File: config.mk
export PLATFORM = sky130hd
export DESIGN_NAME = tt_um_top
export DESIGN_NICKNAME = d
export VERILOG_FILES = /design/src/rtl/tt_um_top.sv
export SDC_FILE = /design/constraint.sdc
export NUM_CORES = 1
export LEC_CHECK = 0
export CORE_UTILIZATION = 52
export CTS_CLUSTER_DIAMETER = 40
export CTS_CLUSTER_SIZE = 16
export DETAILED_ROUTE_END_ITERATION = 7
export PLACE_DENSITY = 0.79
export SYNTH_ARGS = -nofsm -noshare
export SYNTH_HDL_FRONTEND = slang
export SYNTH_SLANG_ARGS = --single-unit
File: constraint.sdc
create_clock -name clk -period 3.26 [get_ports clk]
set_clock_uncertainty 0.15 [all_clocks]
set_input_delay 0.326 -clock clk [delete_from_list [all_inputs] [get_ports clk]]
set_output_delay 0.326 -clock clk [all_outputs]
set_load 0.1 [all_outputs]
File: src/rtl/tt_um_top.sv
// ---------------------------------------------------------------------------
// tt_um_top
//
// Purpose:
//   32-bit Galois LFSR pseudo-random source (x^32 + x^22 + x^2 + x + 1). It
//   has a seed-load path, a hold control, and a choice of two step rates:
//   every enabled cycle, or once per slow tick. A tick is CLK_HZ/10 cycles.
//
// Ports:
//   clk      in   1  sole clock, rising edge
//   rst_n    in   1  synchronous reset, ACTIVE-HIGH despite the name
//   ena      in   1  enable; 0 freezes the LFSR and the tick counter
//   ui_in    in   8  [0] mode (0 = every cycle, 1 = per tick)
//                    [1] seed load
//                    [2] hold
//                    [7:2] seed value
//   uio_in   in   8  unused
//   uo_out   out  8  lfsr[7:0]
//   uio_out  out  8  lfsr[15:8]
//   uio_oe   out  8  constant 8'hFF, all bidirectional pins are outputs
// ---------------------------------------------------------------------------
module tt_um_top #(
    parameter int CLK_HZ = 10_000_000
) (
    input  logic       clk,
    input  logic       rst_n,
    input  logic       ena,
    input  logic [7:0] ui_in,
    input  logic [7:0] uio_in,
    output logic [7:0] uo_out,
    output logic [7:0] uio_out,
    output logic [7:0] uio_oe
);

    // If CLK_HZ is below 20, clamp the divider to 1 so that there is a tick
    // every cycle and the counter never has a zero width.
    localparam int TICK_DIV = (CLK_HZ / 10 > 1) ? (CLK_HZ / 10) : 1;
    localparam int CNT_W    = (TICK_DIV > 1) ? $clog2(TICK_DIV) : 1;

    localparam logic [CNT_W-1:0] TICK_LAST  = CNT_W'(TICK_DIV - 1);
    localparam logic [31:0]      LFSR_RESET = 32'hACE1_2468;
    localparam logic [31:0]      LFSR_TAPS  = 32'h8020_0003;
    localparam logic [31:0]      LFSR_ESCAPE = 32'h0000_0001;

    // -----------------------------------------------------------------------
    // Control decode
    // -----------------------------------------------------------------------
    logic       mode_tick;
    logic       seed_load;
    logic       hold;
    logic [5:0] seed_val;

    assign mode_tick = ui_in[0];
    assign seed_load = ui_in[1];
    assign hold      = ui_in[2];
    assign seed_val  = ui_in[7:2];

    // Nothing reads the bidirectional inputs.
    logic unused_ok;
    assign unused_ok = &{1'b0, uio_in};

    // -----------------------------------------------------------------------
    // Slow-step tick counter: free-running 0..TICK_DIV-1
    // -----------------------------------------------------------------------
    logic [CNT_W-1:0] cnt_q;
    logic [CNT_W-1:0] cnt_d;
    logic             tick;

    assign tick = (cnt_q == TICK_LAST);

    always_comb begin
        cnt_d = cnt_q + CNT_W'(1);
        if (tick) begin
            cnt_d = '0;
        end
    end

    // -----------------------------------------------------------------------
    // LFSR next state
    // -----------------------------------------------------------------------
    logic [31:0] lfsr_q;
    logic [31:0] lfsr_d;
    logic [31:0] lfsr_step;
    logic [31:0] lfsr_seed;
    logic        do_step;

    // Galois right-shift: the bit that falls off the bottom is fed back
    // into the tap positions.
    assign lfsr_step = (lfsr_q >> 1) ^ (lfsr_q[0] ? LFSR_TAPS : 32'h0);

    // Only the low 6 bits come from the pins. The upper bits are fixed and
    // nonzero, so a loaded seed can never be the lock-up state.
    assign lfsr_seed = {LFSR_RESET[31:6], seed_val};

    assign do_step = !mode_tick || tick;

    // Priority: load > zero escape > hold > step > no change.
    // The all-zero state cannot be reached by stepping. The escape is only
    // there to recover from an upset, and it goes ahead of hold so that
    // holding cannot keep the register stuck at zero.
    always_comb begin
        lfsr_d = lfsr_q;
        if (seed_load) begin
            lfsr_d = lfsr_seed;
        end else if (lfsr_q == 32'h0) begin
            lfsr_d = LFSR_ESCAPE;
        end else if (hold) begin
            lfsr_d = lfsr_q;
        end else if (do_step) begin
            lfsr_d = lfsr_step;
        end
    end

    // -----------------------------------------------------------------------
    // State registers
    // -----------------------------------------------------------------------
    always_ff @(posedge clk) begin
        if (rst_n) begin
            lfsr_q <= LFSR_RESET;
            cnt_q  <= '0;
        end else if (ena) begin
            lfsr_q <= lfsr_d;
            cnt_q  <= cnt_d;
        end
    end

    // -----------------------------------------------------------------------
    // Outputs come straight from the register
    // -----------------------------------------------------------------------
    assign uo_out  = lfsr_q[7:0];
    assign uio_out = lfsr_q[15:8];
    assign uio_oe  = 8'hFF;

endmodule

* Yosys cells after proc, flatten, opt, wreduce, memory -nomap -nowiden *
Cells that the tools add are included.

operators by class
  add/sub/neg operators = 1
  reduce and logical (&&, ||, !) cells = 5
  multipliers = 0
  shift operators = 0
  muxes and demuxes = 6
  bitwise logic cells = 1
  order comparisons = 0
  div/mod/pow operators = 0
  equality and inequality tests = 2

operator list
  operator                                                number
  two-way mux 32 bit                                      5
  zero test 32 bit                                        1
  XOR 31 x 32 -> 32 bit                                   1
  adder 20 x 1 -> 20 bit (second input constant)          1
  == test 20 bit (second input constant)                  1
  two-way mux 20 bit                                      1
  inequality test 3 x 2 -> 1 bit (second input constant)  1
  AND reduction 3 bit                                     1
  nonzero test 3 bit                                      1
  zero test 1 bit                                         1
  logical OR 1 bit                                        1

word-level totals
  memories = 0
  output and inout port bits = 24
  word-level logic and storage cells = 17
  bits in writable memories = 0
  bits of input ports = 19
  flip-flop bits (word level) = 52
  memory bits (read-only) = 0
  latch bits = 0

* Longest topological paths before layout *
  depth after elaboration = 6
  depth in mapped cells = 8
  depth with buffers taken out = 7

* Least setup slack after synthesis *
No wires, ideal clock.

  path type = register to register
  start = register cnt_q[8]
  end = register lfsr_q[10]
  setup time = 0.122 ns
  stages on the path, launching flop included = 7
  setup slack = 0.612 ns
  arrival time = 2.376 ns
  path through = dfxtp_1 > or4b_1 > or4_4 > o31a_1 > a2111o_1 > buf_6 > o32a_1

on the way
  word-level cells in the longest chain between the ends = 4

ends and longest elaborated chain
  item                           line  RTL
  from (decl)                    65    logic [CNT_W-1:0] cnt_q;
  from (signal assigned)         123   cnt_q <= cnt_d;
  == test 20 bit                 69    assign tick = (cnt_q == TICK_LAST);
  logical OR 1 bit               95    assign do_step = !mode_tick || tick;
  nonzero test 3 bit (no line)   n/a
  AND reduction 3 bit (no line)  n/a
  to (signal assigned)           122   lfsr_q <= lfsr_d;
  to (decl)                      81    logic [31:0] lfsr_q;

No other way between the ends.
A chain may end at the register's enable or synchronous reset.

* Worst setup path after layout *
  start = register cnt_q[10]
  end = register lfsr_q[5]

The elaborated chain is that of the path after synthesis.

==> flow_metrics.py <==
metrics = {
    "hold_path": {
        "min_path_type": "register to register",
    },
    "routing": {
        "via_per_inst": 5.80,
        "drt_wl_total_mm": 4.77,
        "first_iter_violations": 142,
        "via_count": 1930,
        "drc_errors": 5,
        "final_antenna_net_count": 0,
        "wl_per_cell_um": 14.3,
        "dr.pass1.iters": 7,
    },
    "power": {
        "leakage_nw": 1.07,
        "ir_drop_mv": 0.285,
        "p_per_area_nw_per_um2": 448,
        "total_power_mw": 1.23,
    },
    "critical_path": {
        "critical_path.startpoint_type": "register",
        "crit_arrival_ps": 3000,
        "setup.worst_path.class": "register to register",
        "critical_path_required_ps": 3300,
        "end_kind": "register",
        "critPathMaxFanout": 18,
    },
    "clocking": {
        "htree_num_levels": 2,
        "cts_buffer_depth": 2,
        "cts_resized": 0,
        "clk_pin_slew_worst_paths_ps": 90,
        "cts_tree": "yes",
        "numCtsBuffers": 5,
        "clock_sinks": 52,
        "post_cts_buffers": 0,
        "cts_hold_buf": 0,
        "clock-root-buffer": "clkbuf_8",
        "clkLatencyLatePin_ps": 300,
    },
    "yosys": {
        "ys_warn_count": 0,
        "syn_area_sq_um": 2480,
        "synth_cell_types": 38,
        "synth_cells": 269,
        "ys_ff_latch": 52,
        "ys_seq_area_share_pct": 42.0,
        "synth_area_per_cell_sq_um": 9.20,
    },
    "global_routing": {
        "grt_pass1_vias": 1742,
        "grt_pass1_wl_mm": 8.13,
        "antenna_found_initial": 0,
        "grt_overflow": 0,
        "grt_util_all_layers_pct": 20.6,
        "grt_max_degree": 21,
    },
    "floorplanning": {
        "die_area_sq_um": 5040,
        "initial_utilization_pct": 55.3,
        "rows": 24,
        "die_y_um": 71.0,
        "core_area_sq_um": 4470,
        "die_w_um": 71.0,
        "num_io_pins": 43,
    },
    "timing": {
        "setup_viol": 0,
        "tns_ps": 0,
        "slew_viol_final": 0,
        "hold_viol": 0,
        "max-slew-margin-rel_pct": 30.5,
        "fin_crit_ps": 2960,
        "fin_ws_ps": 298,
        "period_share_pct": 90.9,
        "rsz0062_at_grt": "no",
        "worst_pin_slew_ps": 1040,
        "holdWs_ps": 329,
        "max_freq_mhz": 338,
    },
    "placed_design": {
        "dpl_worst_slack_ps": 346,
        "dpl_cell_area_sq_um": 2670,
        "place_inst": 328,
        "gp_congestion": 0.814,
        "hpwl_mm": 3.41,
        "port_buffers": 26,
    },
    "cells_and_area": {
        "diodes": 0,
        "fillers": 396,
        "layout_common_cells": "dfxtp_1, nand2_1, nor2_1",
        "fin_nets": 304,
        "final_cell_count_no_fill": 333,
        "design_area_sq_um": 2740,
        "syn2layout_area_growth_pct": 10.6,
        "final_util_pct": 61.2,
        "final_common_cell": "dfxtp_1",
        "drive_gt1_share_pct": 9.61,
    },
    "status": {
        "outcome": "finished, violations left",
        "violations": "DRC",
    },
    "run": {
        "cap_violations": 0,
    },
}
final timing paths:
kind,start,to,slack (ps),cells past startpoint
min,lfsr_q[16],lfsr_q[15],330,2
min reg2reg,lfsr_q[16],lfsr_q[15],330,2
max,cnt_q[10],lfsr_q[5],300,6
max reg2reg,cnt_q[10],lfsr_q[5],300,6
cell type report:
type	count	area (sq um)	share of cell area, %
repair buffers	36	330	12.1
clock buffers	5	68.8	2.51
flip-flops and latches	52	1040	38.0
well taps	52	65.1	2.38
multi-input cells	183	1210	44.4
inverters	5	18.8	0.685
kinds of logic after synthesis:
family / Yosys count / share of synthesized area [%]
simple gates: 99 / 19.8
flops: 52 / 42.0
buf+inv: 41 / 10.3
compound gates: 34 / 11.5
xor+xnor: 21 / 7.43
mux: 19 / 7.73
fa+ha+maj: 2 / 1.01
other cells: 1 / 0.151
routing by layer:
| metal | vias up | global-route usage [%] | part of all wire, % |
|---|---|---|---|
| li1 | 960 | - | - |
| met2 | 58 | 30.2 | 45 |
| met1 | 905 | 28.8 | 49 |
| met3 | 7 | 4.70 | 5.1 |
| met4 | 0 | 9.78 | 1.3 |
| met5 | - | 0 | 0 |
cells in the mapped netlist, drive strengths merged:
| cell type | n | share of area [%] |
|---|---|---|
| buf | 28 | 8.3 |
| inv | 5 | 0.76 |
| nor4b | 2 | 0.71 |
| o211ai | 3 | 0.91 |
| nor2 | 28 | 4.2 |
| mux2i | 18 | 7.3 |
| clkbuf | 8 | 1.2 |
| a2111o | 1 | 0.45 |
| conb | 1 | 0.15 |
| or4b | 1 | 0.40 |
| a31o | 5 | 1.8 |
| ha | 2 | 1.0 |
| o32a | 9 | 3.6 |
| nand4 | 8 | 2.0 |
| dfxtp | 52 | 42 |
| nand3b | 1 | 0.30 |
| o31a | 1 | 0.35 |
| or4 | 1 | 0.45 |
| xor2 | 15 | 5.3 |
| nand2 | 31 | 4.7 |
| or2 | 1 | 0.25 |
| a221oi | 2 | 0.71 |
| and4 | 5 | 1.8 |
| and2 | 1 | 0.25 |
| nor3 | 3 | 0.61 |
| o21ai | 2 | 0.40 |
| and3 | 2 | 0.51 |
| nand3 | 4 | 0.81 |
| nor4 | 11 | 2.8 |
| a211oi | 3 | 0.91 |
| a21oi | 3 | 0.61 |
| o211a | 2 | 0.81 |
| o31ai | 2 | 0.61 |
| mux2 | 1 | 0.45 |
| o221ai | 1 | 0.35 |
| xnor2 | 6 | 2.1 |
worst max-delay path, cell delays in order, from the launching register on:
cell	delay, ps
dfxtp_1	350
or4b_1	520
or4_4	570
o31ai_1	450
o21ai_2	400
buf_4	280
mux2i_1	110
state kept, by name (all words and copies together) (netlist names):
| register | cells |
|---|---|
| lfsr_q | 32 |
| cnt_q | 20 |
where the power goes:
group / internal [mW] / total [mW] / switching, mW
registers: 0.652 / 0.670 / 0.0175
logic: 0.0605 / 0.224 / 0.164
clock network: 0.139 / 0.332 / 0.193
(Power assumes the default switching activity.)
